**src/rtl/nn_filter_pkg.sv**
```systemverilog
`default_nettype none
// ---------------------------------------------------------------------------
// nn_filter_pkg : shared constants and encodings for the filter RAM controller
// Rev 1.0
// ---------------------------------------------------------------------------
package nn_filter_pkg;

  localparam int DEPTH  = 576;
  localparam int TAPS   = 9;
  localparam int FIDX_W = 6;
  localparam int DATA_W = 16;
  // Wide enough to hold DEPTH itself so out-of-range loads are representable.
  localparam int ADDR_W = $clog2(DEPTH);
  localparam int TAP_W  = 4;

  typedef enum logic {
    ST_IDLE  = 1'b0,
    ST_FETCH = 1'b1
  } state_e;

  typedef enum logic {
    GRANT_LOAD  = 1'b0,
    GRANT_FETCH = 1'b1
  } grant_e;

  // Base word of a filter: f*9 built as (f<<3)+f to avoid a multiplier.
  function automatic logic [ADDR_W-1:0] filter_base(input logic [FIDX_W-1:0] f);
    logic [ADDR_W-1:0] fw;
    fw = {{(ADDR_W-FIDX_W){1'b0}}, f};
    return (fw << 3) + fw;
  endfunction

endpackage
`default_nettype wire

```
**src/rtl/filter_ram_arb.sv**
```systemverilog
`default_nettype none
// ---------------------------------------------------------------------------
// filter_ram_arb : two-way round-robin between host loads and filter fetches
// Rev 1.0
// ---------------------------------------------------------------------------
module filter_ram_arb
  import nn_filter_pkg::*;
(
  input  logic clock,
  input  logic reset_n,
  input  logic grant_en,
  input  logic load_valid,
  input  logic fetch_req,
  output logic load_ready,
  output logic fetch_grant
);

  grant_e last_grant_q, last_grant_d;

  // Fetch yields only when a load is also waiting and fetch won last time.
  always_comb begin
    fetch_grant  = grant_en && fetch_req &&
                   (!load_valid || (last_grant_q == GRANT_LOAD));
    load_ready   = grant_en && !fetch_grant;
    last_grant_d = last_grant_q;
    if (fetch_grant) begin
      last_grant_d = GRANT_FETCH;
    end else if (load_valid && load_ready) begin
      last_grant_d = GRANT_LOAD;
    end
  end

  always_ff @(posedge clock or negedge reset_n) begin
    if (!reset_n) begin
      last_grant_q <= GRANT_LOAD;
    end else begin
      last_grant_q <= last_grant_d;
    end
  end

endmodule
`default_nettype wire

```
**src/rtl/filter_ram_ctrl.sv**
```systemverilog
`default_nettype none
// ---------------------------------------------------------------------------
// filter_ram_ctrl : shares the filter RAM port between coefficient loads and
// 9-tap filter fetch bursts. Rev 1.0
// ---------------------------------------------------------------------------
module filter_ram_ctrl
  import nn_filter_pkg::*;
(
  input  logic              clock,
  input  logic              reset_n,
  input  logic              load_valid,
  output logic              load_ready,
  input  logic [ADDR_W-1:0] load_addr,
  input  logic [DATA_W-1:0] load_data,
  output logic              load_err,
  input  logic              fetch_req,
  input  logic [FIDX_W-1:0] fetch_filter,
  output logic              fetch_ack,
  output logic              fetch_busy,
  output logic              tap_valid,
  output logic [DATA_W-1:0] tap_data,
  output logic [TAP_W-1:0]  tap_index,
  output logic              tap_last,
  output logic [ADDR_W-1:0] ram_address,
  output logic [DATA_W-1:0] ram_write_data,
  input  logic [DATA_W-1:0] ram_read_data,
  output logic              ram_enable,
  output logic              ram_write
);

  state_e            state_q, state_d;
  logic [TAP_W-1:0]  count_q, count_d;
  logic [ADDR_W-1:0] base_q, base_d;
  logic [DATA_W-1:0] wdata_q, wdata_d;
  logic [DATA_W-1:0] tap_data_q, tap_data_d;
  logic [TAP_W-1:0]  tap_index_q, tap_index_d;
  logic              tap_valid_q, tap_valid_d;
  logic              tap_last_q, tap_last_d;
  logic              load_err_q, load_err_d;

  logic grant_en;
  logic fetch_grant;
  logic load_accept;
  logic addr_ok;

  // Gating with reset_n keeps every strobe low while reset is asserted.
  assign grant_en    = (state_q == ST_IDLE) && reset_n;
  assign load_accept = load_valid && load_ready;
  assign addr_ok     = load_addr < ADDR_W'(DEPTH);

  filter_ram_arb u_arb (
    .clock       (clock),
    .reset_n     (reset_n),
    .grant_en    (grant_en),
    .load_valid  (load_valid),
    .fetch_req   (fetch_req),
    .load_ready  (load_ready),
    .fetch_grant (fetch_grant)
  );

  always_comb begin
    state_d        = state_q;
    count_d        = count_q;
    base_d         = base_q;
    wdata_d        = wdata_q;
    tap_data_d     = tap_data_q;
    tap_index_d    = tap_index_q;
    tap_valid_d    = 1'b0;
    tap_last_d     = 1'b0;
    load_err_d     = 1'b0;
    ram_address    = '0;
    ram_write_data = wdata_q;
    ram_enable     = 1'b0;
    ram_write      = 1'b0;

    case (state_q)
      ST_IDLE: begin
        if (fetch_grant) begin
          base_d  = filter_base(fetch_filter);
          count_d = '0;
          state_d = ST_FETCH;
        end else if (load_accept) begin
          ram_address    = load_addr;
          ram_write_data = load_data;
          ram_enable     = 1'b1;
          ram_write      = addr_ok;
          wdata_d        = load_data;
          load_err_d     = !addr_ok;
        end
      end
      ST_FETCH: begin
        ram_address = base_q + ADDR_W'(count_q);
        ram_enable  = 1'b1;
        // Read data settles within the cycle, so capture it with its index.
        tap_valid_d = 1'b1;
        tap_data_d  = ram_read_data;
        tap_index_d = count_q;
        tap_last_d  = (count_q == TAP_W'(TAPS - 1));
        if (count_q == TAP_W'(TAPS - 1)) begin
          count_d = '0;
          state_d = ST_IDLE;
        end else begin
          count_d = count_q + 1'b1;
        end
      end
      default: state_d = ST_IDLE;
    endcase
  end

  always_ff @(posedge clock or negedge reset_n) begin
    if (!reset_n) begin
      state_q     <= ST_IDLE;
      count_q     <= '0;
      base_q      <= '0;
      wdata_q     <= '0;
      tap_data_q  <= '0;
      tap_index_q <= '0;
      tap_valid_q <= 1'b0;
      tap_last_q  <= 1'b0;
      load_err_q  <= 1'b0;
    end else begin
      state_q     <= state_d;
      count_q     <= count_d;
      base_q      <= base_d;
      wdata_q     <= wdata_d;
      tap_data_q  <= tap_data_d;
      tap_index_q <= tap_index_d;
      tap_valid_q <= tap_valid_d;
      tap_last_q  <= tap_last_d;
      load_err_q  <= load_err_d;
    end
  end

  assign fetch_ack  = fetch_grant;
  assign fetch_busy = (state_q == ST_FETCH) || tap_valid_q;
  assign tap_valid  = tap_valid_q;
  assign tap_data   = tap_data_q;
  assign tap_index  = tap_index_q;
  assign tap_last   = tap_last_q;
  assign load_err   = load_err_q;

endmodule
`default_nettype wire

```
**config.mk**
```make
export PLATFORM = sky130hd
export DESIGN_NAME = filter_ram_ctrl
export DESIGN_NICKNAME = d
export VERILOG_FILES = /design/src/rtl/nn_filter_pkg.sv /design/src/rtl/filter_ram_arb.sv /design/src/rtl/filter_ram_ctrl.sv
export SDC_FILE = /design/constraint.sdc
export NUM_CORES = 1
export LEC_CHECK = 0
export ABC_AREA = 1
export CAP_MARGIN = 20
export CELL_PAD_IN_SITES_DETAIL_PLACEMENT = 1
export CELL_PAD_IN_SITES_GLOBAL_PLACEMENT = 2
export CORE_UTILIZATION = 25
export DETAILED_ROUTE_END_ITERATION = 16
export GPL_TIMING_DRIVEN = 0
export PLACE_DENSITY = 0.93
export SYNTH_ARGS = -nofsm -noshare
export SYNTH_HDL_FRONTEND = slang
export SYNTH_SLANG_ARGS = --single-unit
```
**constraint.sdc**
```tcl
create_clock -name clock -period 2.8 [get_ports clock]
set_clock_uncertainty 0.05 [all_clocks]
set_input_delay 0.28 -clock clock [delete_from_list [all_inputs] [get_ports clock]]
set_output_delay 0.28 -clock clock [all_outputs]
set_load 0.02 [all_outputs]
```
==> flow_summary.toml, run 1 <==
[placed_design]
dp.cells = 577
pre_cts_ws_ps = -390
gp_congestion = 0.802
placed_area_um2 = 3910
port_buffers = 105
dp_hpwl_mm = 6.15

[sta]
holdWs_ps = 369
drv_slew = 0
setup_viol = 0
fin_crit_ps = 2650
hold_viol = 0
maxSlewHeadroom = 0.696
max_clock_freq_mhz = 377
worst_pin_slew_ps = 456
period_share = 0.946
rsz0062_at_grt = "false"
fin_ws_ps = 150
fin_tns_setup_ps = 0

[drt]
wl_per_cell_um = 13.6
drcViolationCount = 0
wl_met3_um = 324
drt_pass1_iterations = 4
drtAntennaViolNets = 0
drt-met1-wl_mm = 3.58
highest-signal-layer = "met4"
vias = 2634
viasPerCell = 4.45
route.met2.wl_mm = 3.99
routed_wl_mm = 8.08
drt_iter0_drc = 117

[worst_hold_path]
min_path_type = "register to register"
hp-start = "state_q"

[setup_path]
slowest_stage = "dfrtp_1"
r2r_start = "state_q"
worstSetupStartpointType = "register"
crit_top_cell = "nand3_1"
worstPathRequired_ps = 2470
path_buf_inv = 1
path_cells = "ha_1 > fa_1 > nand3_1 > nand2_1 > nand3_1 > nand3_1 > nand2_1 > dlygate4sd2_1"
cpPeakStageDelay_ps = 460
worstSetupStartpoint = "count_q[0]"
worstSetupPathType = "register to output port"
worst-endpoint-arrival_ps = 2320
cp_max_fo = 6
crit_family = "adder cells"
end_kind = "output port"

[grt]
grt_max_degree = 32
antenna_found_initial = 0
grt-ovfl-total = 0
grt_first_pass_wirelength_mm = 13.6
grt_usage = 0.152
first_global_vias = 2803

[die]
io_pins = 106
initial_core_util = 0.259
dieHeight_um = 105
num_rows = 37
die_width_um = 105
core_um2 = 10300
die_area_um2 = 11100

[finish]
nets = 518
final_cells = 592
mostFrequentLayoutCells = "168 x nand2_1, 97 x clkdlybuf4s50_1, 55 x dfrtp_1"
post-route-util = 0.400
syn_to_final_growth_pct = 54.5
design_area_um2 = 4130
drive_above_1_share = 0.0636
final_common_cell = "nand2_1"
diodes = 0

[clock_tree]
clock_latency_ps = 310
cts_tree = "built"
clk_pin_slew_ps = 110
cts_sinks = 55
htreeDepth = 2
cts_made_buffers = 5
cts_buffer_depth = 2
root_buffer = "clkbuf_8"

[power]
ir_drop_v = 0.000382
p_per_area_nw_per_um2 = 1080
power_mw = 4.45
leakage_nw = 2.04

[synth]
ys_seq_area_frac = 0.515
syn_avg_cell_area_um2 = 7.97
synth_area_um2 = 2670
ys_ff_latch = 55
syn_inst = 335
synthesis.nets = 398
synth_cell_types = 24
yosysWarnings = 0

[flow_run]
max_cap_viol_count = 0

[outcome]
status = "finished, final reports clean"
[where the power goes]
group / switching [mW] / internal, mW
Combinational: 1.42 / 1.09
Clock: 0.266 / 0.295
Sequential: 0.228 / 1.15
Total: 1.91 / 2.53
[logic make-up (layout without fill, tap and decap cells)]
logic type               count (synthesis)  count (layout)  share of synthesized area
adder cells (fa/ha/maj)                 11              11                     0.0572
AO/OA/AOI/OAI                           23              23                     0.0497
flip-flops                              55              55                      0.515
buffers and inverters                   31             152                     0.0478
XOR/XNOR                                 4               4                     0.0131
AND/OR/NAND/NOR                        211             211                      0.317
[final cells by class]
class,instances,area [um2]
fillers,1231,6200
flip-flops and latches,55,1380
multi-input cells,249,1170
repair buffers,113,1160
well taps,136,170
clock buffers,6,82.6
inverters,21,78.8
plain buffers,10,50.0
clock inverters,2,38.8
[routing by layer]
layer,up-vias,global-route usage
met4,0,0.0523
met5,-,0
met1,1269,0.191
met2,69,0.266
li1,1286,-
met3,10,0.0223
[path summary, 6_finish.rpt]
check / to / slack [ps] / cells after the start
worst max-delay path: ram_address[8] / 150 / 8
worst min-delay path: tap_valid / 370 / 0
worst max register to register: count_q[3] / 1110 / 8
worst min register to register: tap_valid / 370 / 0
max in group asynchronous: wdata_q[7] / 1930 / 4
min in group asynchronous: tap_data[12] / 570 / 4
[synthesized netlist by cell type (all sizes together)]
master	instances	area (um2)
ha	9	113
a22o	2	17.5
o21ai	13	65.1
buf	4	26.3
clkbuf	6	22.5
xnor2	2	17.5
o31ai	1	7.51
nor3b	1	18.8
nand2	169	637
fa	2	40.0
o22ai	4	25.0
inv	21	78.8
or2	2	12.5
nand3	21	105
dfrtp	55	1380
a21oi	2	10.0
a21boi	1	7.51
nor2	17	66.3
nand4	1	6.26
xor2	2	17.5
[state kept, by name, summed over array words and instances, names as in the netlist]
signal and cells:
tap_valid 1, tap_index 4, wdata_q 16, u_arb.last_grant_q 1
state_q 1, tap_data 16, tap_last 1, load_err 1
base_q 10, count_q 4
[worst reg2reg max path, cell delays in order, from the launching register on]
cell	delay (ps)
dfrtp_1	410
inv_2	70
nand2_2	80
nor2_2	350
inv_1	230
nand2_1	150
inv_1	80
nand2_1	70
o21ai_0	90
[timing repair]
item	CTS	global route
hold endpoints to repair	24	0
pin swaps	1	0
gates resized for setup	5	10
buffers inserted	2	0
hold buffers	5	0
endpoints found under the setup margin	30	6
(Power assumes the default switching activity.)
==> run 2: changes to the inputs <==
--- a/config.mk
+++ b/config.mk
@@ -13,6 +13,7 @@
 export DETAILED_ROUTE_END_ITERATION = 16
 export GPL_TIMING_DRIVEN = 0
 export PLACE_DENSITY = 0.93
+export REMOVE_ABC_BUFFERS = 1
 export SYNTH_ARGS = -nofsm -noshare
 export SYNTH_HDL_FRONTEND = slang
 export SYNTH_SLANG_ARGS = --single-unit
==> flow_summary.toml, run 2 (synthesis gave the netlist of run 1 again) <==
[outcome]
status = "finished, final reports clean"

[drt]
vias = 2536
drcViolationCount = 0
wl_per_cell_um = 13.6
drtAntennaViolNets = 0
routed_wl_mm = 7.92
viasPerCell = 4.36
drt_pass1_iterations = 4
drt_iter0_drc = 97

[grt]
grt_max_degree = 32
antenna_found_initial = 0
grt-ovfl-total = 0
grt_usage = 0.147
grt_first_pass_wirelength_mm = 13.1
first_global_vias = 2691

[sta]
fin_ws_ps = 150
hold_viol = 0
setup_viol = 0
period_share = 0.946
max_clock_freq_mhz = 377
fin_crit_ps = 2650
worst_pin_slew_ps = 392
maxSlewHeadroom = 0.738
rsz0062_at_grt = "false"
drv_slew = 0
fin_tns_setup_ps = 0

[clock_tree]
clock_latency_ps = 310
cts_sinks = 55
htreeDepth = 2
cts_tree = "built"
clk_pin_slew_ps = 90
cts_buffer_depth = 2
cts_made_buffers = 5
root_buffer = "clkbuf_8"

[die]
io_pins = 106
die_width_um = 105
num_rows = 37
dieHeight_um = 105
core_um2 = 10300
die_area_um2 = 11100
initial_core_util = 0.259

[worst_hold_path]
min_path_type = "register to register"

[finish]
final_common_cell = "nand2_1"
fillCellCount = 1231
final_cells = 581
drive_above_1_share = 0.0562
mostFrequentLayoutCells = "168 x nand2_1, 77 x clkdlybuf4s50_1, 54 x dfrtp_1"
syn_to_final_growth_pct = 51.4
nets = 507
diodes = 0

[placed_design]
gp_congestion = 0.779
dp.cells = 568
dp_hpwl_mm = 5.80
port_buffers = 105
pre_cts_ws_ps = -986

[power]
ir_drop_v = 0.000289
leakage_nw = 2.07
p_per_area_nw_per_um2 = 1060

[setup_path]
worstSetupPathType = "input pin to output port"
worstSetupStartpointType = "input pin"
worst-endpoint-arrival_ps = 2320
cp_max_fo = 11
worstPathRequired_ps = 2470
end_kind = "output port"

[flow_run]
max_cap_viol_count = 0
## run 2: cell count changes in the layout (fill, tap and decap cells not counted), moves of 2 or more
cell             before  now
buf_12                4    2
buf_2                 3    1
dlygate4sd2_1         1   18
buf_4                 3    1
clkbuf_1              5    0
clkdlybuf4s50_1      97   77
dlymetal6s2s_1        4    7
## run 2: worst max-delay path, cell delays in order
cell and delay [ps]:
dlygate4sd3_1 520, buf_2 210, nand2_2 130, nor3b_4 260, buf_6 190, a22o_1 130
clkdlybuf4s50_1 590
## run 2: routing by layer
metal,part of all wire,vias up,track usage
met5,0,-,0
met4,0.018,0,0.0533
met3,0.032,12,0.0186
met2,0.50,58,0.270
met1,0.45,1200,0.176
li1,-,1266,-
## run 2: power breakdown
part | total (mW) | internal, mW | switching, mW
combinational | 2.42 | 1.00 | 1.42
sequential | 1.39 | 1.16 | 0.230
clock | 0.485 | 0.226 | 0.260
total | 4.29 | 2.38 | 1.91
## run 2: metrics by stage
step / total power, mW / area, um2 / hold slack [ps] / util
floorplan: 2.71 / 2620 / -65.6 / -
global route: 4.64 / 4040 / 452 / 0.392
CTS: 4.38 / 4020 / 432 / 0.390
finish: 4.29 / 4040 / 425 / 0.392
detailed placement: 3.93 / 3870 / 291 / 0.375
global placement: 3.85 / 3840 / 402 / 0.372
## run 2: area by class of cell
type | count | area [um2] | area share
inverters | 21 | 91.3 | 0.0226
clock inverters | 1 | 7.51 | 0.00186
clock buffers | 7 | 96.3 | 0.0238
well taps | 136 | 170 | 0.0421
repair buffers | 112 | 1130 | 0.279
multi-input cells | 249 | 1170 | 0.290
flip-flops and latches | 55 | 1380 | 0.341
## run 2: worst paths after layout
path,start,to,slack [ps],depth (start not counted)
setup / recovery,reset_n,ram_address[1],150,7
hold / removal,wdata_q[5],wdata_q[5],430,2
setup reg to reg,state_q,count_q[3],870,8
hold reg to reg,wdata_q[5],wdata_q[5],430,2
max in group asynchronous,reset_n,wdata_q[10],2010,3
min in group asynchronous,reset_n,state_q,500,3
## run 2: repair_timing
item / CTS / global route
setup endpoints to repair: 57 / 11
buffers inserted: 3 / 0
gates resized for setup: 28 / 14
pin swaps: 1 / 0
hold endpoints to repair: 24 / 0
hold buffers: 2 / 0
